$ cat src/rtl/snake_game_ctrl_if.sv
// snake_game_ctrl_if
//   Bundle between the snake game-flow controller and its environment
//   (key-pulse sources and the snake/food datapath).
//   Key inputs : start, pause, up, down, left, right (one-cycle pulses)
//   Datapath   : head_x, head_y (current head), eat (food-eaten pulse)
//   Controller : state, step, clr, dir, score, level (all registered)
//   master = key/datapath side, slave = controller side.
interface snake_game_ctrl_if;
  logic       start;
  logic       pause;
  logic       up;
  logic       down;
  logic       left;
  logic       right;
  logic [8:0] head_x;
  logic [8:0] head_y;
  logic       eat;
  logic [1:0] state;
  logic       step;
  logic       clr;
  logic [1:0] dir;
  logic [7:0] score;
  logic [2:0] level;

  modport master (
    output start, pause, up, down, left, right, head_x, head_y, eat,
    input  state, step, clr, dir, score, level
  );

  modport slave (
    input  start, pause, up, down, left, right, head_x, head_y, eat,
    output state, step, clr, dir, score, level
  );
endinterface

$ cat src/rtl/snake_game_ctrl.sv
// snake_game_ctrl
//   Game-flow controller for the LCD snake game. Sequences IDLE/PLAY/PAUSE/
//   OVER, generates the move tick (period shrinks with level), arbitrates
//   direction requests (one commit per step, reversals rejected), detects
//   wall collisions and keeps a saturating score plus derived speed level.
//   Ports: clk, rst (sync, active-high), bus (snake_game_ctrl_if.slave).
module snake_game_ctrl #(
  parameter int unsigned TICK_BASE = 25_000_000,
  parameter int unsigned TICK_STEP = 2_500_000,
  parameter int unsigned MAX_LEVEL = 7,
  parameter int unsigned CELL      = 25,
  parameter int unsigned X_MAX     = 455,
  parameter int unsigned Y_MAX     = 247
) (
  input  logic               clk,
  input  logic               rst,
  snake_game_ctrl_if.slave   bus
);

  localparam int unsigned CW = $clog2(TICK_BASE);

  typedef enum logic [1:0] {
    IDLE  = 2'd0,
    PLAY  = 2'd1,
    PAUSE = 2'd2,
    OVER  = 2'd3
  } state_t;

  state_t        state_q, state_d;
  logic [CW-1:0] cnt_q, cnt_d;
  logic [1:0]    dir_q, dir_d;
  logic [1:0]    pend_q, pend_d;
  logic [7:0]    score_q, score_d;
  logic [2:0]    level_q, level_d;
  logic          step_q, step_d;
  logic          clr_q, clr_d;

  logic [31:0]   per_m1;
  logic          tick;
  logic          req_vld;
  logic [1:0]    req_dir;
  logic          hit;

  // Tick when count reaches period-1; >= tolerates a period that shrinks mid-count.
  assign per_m1 = TICK_BASE - 32'(level_q) * TICK_STEP - 32'd1;
  assign tick   = (32'(cnt_q) >= per_m1);

  // Fixed-priority request select: up > down > left > right.
  always_comb begin
    req_vld = 1'b1;
    req_dir = 2'b00;
    if (bus.up)         req_dir = 2'b00;
    else if (bus.down)  req_dir = 2'b01;
    else if (bus.left)  req_dir = 2'b10;
    else if (bus.right) req_dir = 2'b11;
    else                req_vld = 1'b0;
  end

  // Wall test for the next head position in the pending direction (10-bit sums).
  always_comb begin
    hit = 1'b0;
    case (pend_q)
      2'b00:   hit = (bus.head_y < 9'(CELL));
      2'b01:   hit = (({1'b0, bus.head_y} + 10'(CELL)) > 10'(Y_MAX));
      2'b10:   hit = (bus.head_x < 9'(CELL));
      default: hit = (({1'b0, bus.head_x} + 10'(CELL)) > 10'(X_MAX));
    endcase
  end

  always_comb begin
    state_d = state_q;
    cnt_d   = cnt_q;
    dir_d   = dir_q;
    pend_d  = pend_q;
    score_d = score_q;
    step_d  = 1'b0;
    clr_d   = 1'b0;
    level_d = (score_q[7:2] > 6'(MAX_LEVEL)) ? 3'(MAX_LEVEL) : score_q[4:2];
    case (state_q)
      IDLE, OVER: begin
        cnt_d = '0;
        if (bus.start) begin
          state_d = PLAY;
          clr_d   = 1'b1;
          score_d = '0;
          level_d = '0;
          dir_d   = '0;
          pend_d  = '0;
        end
      end
      PLAY: begin
        if (req_vld && (req_dir != {dir_q[1], ~dir_q[0]}))
          pend_d = req_dir;
        if (bus.eat && (score_q != '1))
          score_d = score_q + 8'd1;
        // A pause takes priority over a due tick; the held count ticks on resume.
        if (bus.pause) begin
          state_d = PAUSE;
        end else if (tick) begin
          cnt_d = '0;
          if (hit) begin
            state_d = OVER;
          end else begin
            dir_d  = pend_q;
            step_d = 1'b1;
          end
        end else begin
          cnt_d = cnt_q + CW'(1);
        end
      end
      PAUSE: begin
        if (bus.pause)
          state_d = PLAY;
      end
      default: state_d = IDLE;
    endcase
  end

  always_ff @(posedge clk) begin
    if (rst) state_q <= IDLE;
    else     state_q <= state_d;
  end

  always_ff @(posedge clk) begin
    if (rst) begin
      cnt_q   <= '0;
      dir_q   <= '0;
      pend_q  <= '0;
      score_q <= '0;
      level_q <= '0;
      step_q  <= 1'b0;
      clr_q   <= 1'b0;
    end else begin
      cnt_q   <= cnt_d;
      dir_q   <= dir_d;
      pend_q  <= pend_d;
      score_q <= score_d;
      level_q <= level_d;
      step_q  <= step_d;
      clr_q   <= clr_d;
    end
  end

  assign bus.state = state_q;
  assign bus.step  = step_q;
  assign bus.clr   = clr_q;
  assign bus.dir   = dir_q;
  assign bus.score = score_q;
  assign bus.level = level_q;

endmodule
$ cat src/flat_wrapper.sv
// flat-port wrapper written by rule: the top's interface ports become plain ports
module snake_game_ctrl_flat 
#(
  parameter int unsigned TICK_BASE = 25_000_000,
  parameter int unsigned TICK_STEP = 2_500_000,
  parameter int unsigned MAX_LEVEL = 7,
  parameter int unsigned CELL      = 25,
  parameter int unsigned X_MAX     = 455,
  parameter int unsigned Y_MAX     = 247
)
  (clk, rst, bus_start, bus_pause, bus_up, bus_down, bus_left, bus_right, bus_head_x, bus_head_y, bus_eat, bus_state, bus_step, bus_clr, bus_dir, bus_score, bus_level);
  snake_game_ctrl_if bus_i ();
  input  logic clk;
  input  logic rst;
  input wire logic [$bits(bus_i.start)-1:0] bus_start;
  input wire logic [$bits(bus_i.pause)-1:0] bus_pause;
  input wire logic [$bits(bus_i.up)-1:0] bus_up;
  input wire logic [$bits(bus_i.down)-1:0] bus_down;
  input wire logic [$bits(bus_i.left)-1:0] bus_left;
  input wire logic [$bits(bus_i.right)-1:0] bus_right;
  input wire logic [$bits(bus_i.head_x)-1:0] bus_head_x;
  input wire logic [$bits(bus_i.head_y)-1:0] bus_head_y;
  input wire logic [$bits(bus_i.eat)-1:0] bus_eat;
  output wire logic [$bits(bus_i.state)-1:0] bus_state;
  output wire logic [$bits(bus_i.step)-1:0] bus_step;
  output wire logic [$bits(bus_i.clr)-1:0] bus_clr;
  output wire logic [$bits(bus_i.dir)-1:0] bus_dir;
  output wire logic [$bits(bus_i.score)-1:0] bus_score;
  output wire logic [$bits(bus_i.level)-1:0] bus_level;
  assign bus_i.start = bus_start;
  assign bus_i.pause = bus_pause;
  assign bus_i.up = bus_up;
  assign bus_i.down = bus_down;
  assign bus_i.left = bus_left;
  assign bus_i.right = bus_right;
  assign bus_i.head_x = bus_head_x;
  assign bus_i.head_y = bus_head_y;
  assign bus_i.eat = bus_eat;
  assign bus_state = bus_i.state;
  assign bus_step = bus_i.step;
  assign bus_clr = bus_i.clr;
  assign bus_dir = bus_i.dir;
  assign bus_score = bus_i.score;
  assign bus_level = bus_i.level;
  snake_game_ctrl #(.TICK_BASE(TICK_BASE), .TICK_STEP(TICK_STEP), .MAX_LEVEL(MAX_LEVEL), .CELL(CELL), .X_MAX(X_MAX), .Y_MAX(Y_MAX)) u_core (.clk(clk), .rst(rst), .bus(bus_i));
endmodule
$ cat config.mk
export PLATFORM = sky130hd
export DESIGN_NAME = snake_game_ctrl_flat
export DESIGN_NICKNAME = d
export VERILOG_FILES = /design/src/rtl/snake_game_ctrl_if.sv /design/src/rtl/snake_game_ctrl.sv /design/src/flat_wrapper.sv
export SDC_FILE = /design/constraint.sdc
export NUM_CORES = 1
export LEC_CHECK = 0
export ABC_AREA = 1
export BUFFER_PORTS_ARGS = -buffer_cell sky130_fd_sc_hd__buf_2
export CORE_MARGIN = 5
export CORE_UTILIZATION = 60
export DETAILED_ROUTE_END_ITERATION = 6
export PLACE_DENSITY = 0.81
export SLEW_MARGIN = 40
export SYNTH_ARGS = -nofsm -noshare
export SYNTH_HDL_FRONTEND = slang
export SYNTH_SLANG_ARGS = --single-unit
$ cat constraint.sdc
create_clock -name clk -period 6.8 [get_ports clk]
set_input_delay 0.68 -clock clk [delete_from_list [all_inputs] [get_ports clk]]
set_output_delay 0.68 -clock clk [all_outputs]
set_load 0.05 [all_outputs]
==> flow_summary_export.csv <==
group,metric,value,unit
routing,ant_nets,0,
synthesis,synth_common_cells,"nand2_1 (133), inv_1 (70), nor2_1 (52)",
clock_tree,htree_levels,2,
clock_tree,cts_max_path_buffers,2,
synthesis,syn_area_per_cell,6.949,µm²
clock_tree,cts_tree,"done",
timing,slew_viol_final,0,
cells_and_area,multi_input_comb_area,3058,µm²
clock_tree,cts_root_buf,"clkbuf_8",
routing,totalWireLength,9948,µm
routing,maxUsedRoutingLayer,"met4",
placement,dp_slack,1.237,ns
worst_hold_path,hold_start,"u_core.bus.dir[1]",
routing,dr_total_vias,4032,
timing,grt_setup_unrepaired,"no",
floorplan,fp.dieW,94.67,µm
synthesis,synth.ff_latch_count,44,
placement,place.port_buffers,43,
synthesis,synth.area.mux_share,0,%
synthesis,synth_top_family_by_area,"simple AND/OR/NAND/NOR gates",
timing,slew_headroom,49.26,%
synthesis,yosys.area.top_type,"dfxtp_1",
floorplan,rows,30,
clock_tree,clock_sink_count,44,
timing,skew,0.009477,ns
placement,gp_congestion,0.9264,
synthesis,synth.top_cell.area_share,20.48,%
clock_tree,postCtsSetupBuffers,0,
routing,drt_iter0_drc,207,
critical_path,critPathMaxFanout,18,
routing,viasPerCell,5.355,
routing,drtPass1Iterations,5,
power_and_ir_drop,power_leakage,2.030,nW
synthesis,synth_compound_area_share,12.80,%
cells_and_area,syn2layout_area_growth,8.552,%
clock_tree,hold_buffers,0,
critical_path,crit_family,"simple AND/OR/NAND/NOR gates",
synthesis,synth_area_leaders,"dfxtp_1 (20%), nand2_1 (12%), ha_1 (11%)",
synthesis,synthXorXnorAreaFrac,8.057,%
grt,grt_pass1_vias,3838,
grt,grt_max_degree,35,
timing,setup_ws,1.132,ns
timing,post-route-period-util,83.36,%
critical_path,max_stage_delay,0.67,ns
synthesis,syn-cell-area,4302,µm²
critical_path,crit_arrival,5.90,ns
critical_path,cp-start-kind,"register",
worst_hold_path,min_path_type,"register to register",
floorplan,die_y,94.67,µm
grt,grt_usage,22.74,%
critical_path,cpMostUsedCell,"nor2_1",
critical_path,path_buf_inv,5,
critical_path,crit_path_start,"u_core.bus.level[0]",
synthesis,syn_inst,619,
clock_tree,numCtsBuffers,5,
synthesis,synth_ff_type,"dfxtp_1",
timing,finalHoldViolations,0,
floorplan,ios,44,
cells_and_area,regArea,880.8,µm²
critical_path,worst-setup-path-type,"register to register",
critical_path,cpMaxStageDelayCell,"dfxtp_1",
critical_path,r2r-start,"u_core.bus.level[0]",
timing,fin_tns_setup,0,ns
routing,wl_met1,4452,µm
clock_tree,clkTransAtPathRegs,0.08,ns
clock_tree,clock_latency,0.30,ns
timing,setup_viol,0,
synthesis,synth_edf_count,0,
routing,drcViolationCount,0,
synthesis,yosysSeqAreaShare,20.48,%
job,drv_cap,0,
power_and_ir_drop,ir_drop,0.1118,mV
floorplan,initial_utilization,62.62,%
status,outcome,"finished, final reports clean",
synthesis,synth_most_common_cell,"nand2_1",
routing,route.met3.wl,356,µm
critical_path,required,7.04,ns
power_and_ir_drop,finalPower,0.0007604,W
synthesis,yosys.area_share.adder,11.98,%
synthesis,syn-num-nets,686,
grt,antenna_found_initial,0,
timing,max_freq,176.4,MHz
synthesis,synth-simple-area-share,38.25,%
cells_and_area,layout.nets,725,
timing,tightest_slew,0.7610,ns
grt,grt-ovfl-total,0,
cells_and_area,nFillCells,609,
critical_path,endpoint_kind,"register",
routing,wl_met2,4942,µm
synthesis,synth_cell_types,54,
power_and_ir_drop,powerDensity,162.8,nW/µm²
floorplan,dieArea,8962,µm²
clock_tree,cts_resized,0,
floorplan,core,6869,µm²
timing,period_minus_slack,5.668,ns
routing,routedWlPerCell,13.21,µm
critical_path,r2r_setup_slack,1.13,ns
grt,grt_pass1_wl,16730,µm
synthesis,ys_async_sr_fraction,0,%
placement,hpwl,8023,µm
cells_and_area,drive_gt1_share,19.33,%
cells_and_area,antennaDiodeCount,0,
synthesis,yosysWarnings,0,
cell families after synthesis:
family	count (synthesis)
AOI/OAI and AO/OA	86
buffers and inverters	88
xor gates and xnor gates	37
and+or+nand+nor	324
DFF	44
adders and majority gates	40
cells in the final DEF, fill, tap and decap left out, drive strengths merged, types with 2 or more instances in the layout:
cell / n
nand4: 11
xor2: 30
a211oi: 3
nand3b: 5
nand2: 150
dfxtp: 44
nor3: 20
a31o: 2
nand3: 59
ha: 38
fa: 2
inv: 77
o211ai: 4
xnor2: 7
a21oi: 48
a21o: 2
buf: 43
nor2: 63
o21a: 2
or2: 12
clkbuf: 5
o21ai: 14
nor3b: 2
o22ai: 2
area by class of cell:
| cell class | instances | area share, % |
|---|---|---|
| inverter | 77 | 6.350 |
| clock buffer | 5 | 1.474 |
| multi-input combinational | 487 | 65.49 |
| timing repair buffer | 43 | 4.609 |
| sequential | 44 | 18.86 |
| tap | 96 | 2.572 |
| clock inverter | 1 | 0.6431 |
worst paths after layout:
check,to,depth (start not counted)
worst min register to register,u_core.bus.dir[1],2
worst max-delay path,u_core.bus.state[0],31
worst min-delay path,u_core.bus.dir[1],2
worst max register to register,u_core.bus.state[0],31
flip-flops by register name (all words and copies together) (netlist names):
register,flops
u_core.bus.dir,2
u_core.bus.state,2
u_core.bus.level,3
u_core.cnt_q,25
u_core.bus.clr,1
u_core.pend_q,2
u_core.bus.step,1
u_core.bus.score,8
power by group:
part / switching (W) / total (W) / leakage [nW] / internal (W)
clock network: 0.0000906 / 0.000196 / 0.0501 / 0.000106
registers: 0.0000154 / 0.000287 / 0.356 / 0.000272
logic: 0.000211 / 0.000277 / 1.62 / 0.0000660
total: 0.000317 / 0.000760 / 2.03 / 0.000444
tightest hold or removal path, stage by stage, from the launching register on:
cell and delay, ns:
dfxtp_1 0.33, nand2_1 0.06, a21oi_1 0.05
metal layers:
layer  global-route usage (%)  vias to the layer above
met5                        0                        -
met4                    6.731                        0
met3                    2.470                       16
met2                    40.40                       97
met1                    28.82                     1809
li1                         -                     2110
per-stage QoR:
step / cell area, µm² / hold slack, ns / cells / utilization (%)
after floorplan: 4302 / 0.4627 / 619 / -
after global placement: 4571 / 0.4789 / 747 / 66.54
after detailed placement: 4571 / 0.4781 / 747 / 66.54
after CTS: 4669 / 0.4905 / 753 / 67.98
after global routing: 4669 / 0.5131 / 753 / 67.98
final: 4669 / 0.4864 / 753 / 67.98
No activity file was read; power rests on OpenSTA's default activity.
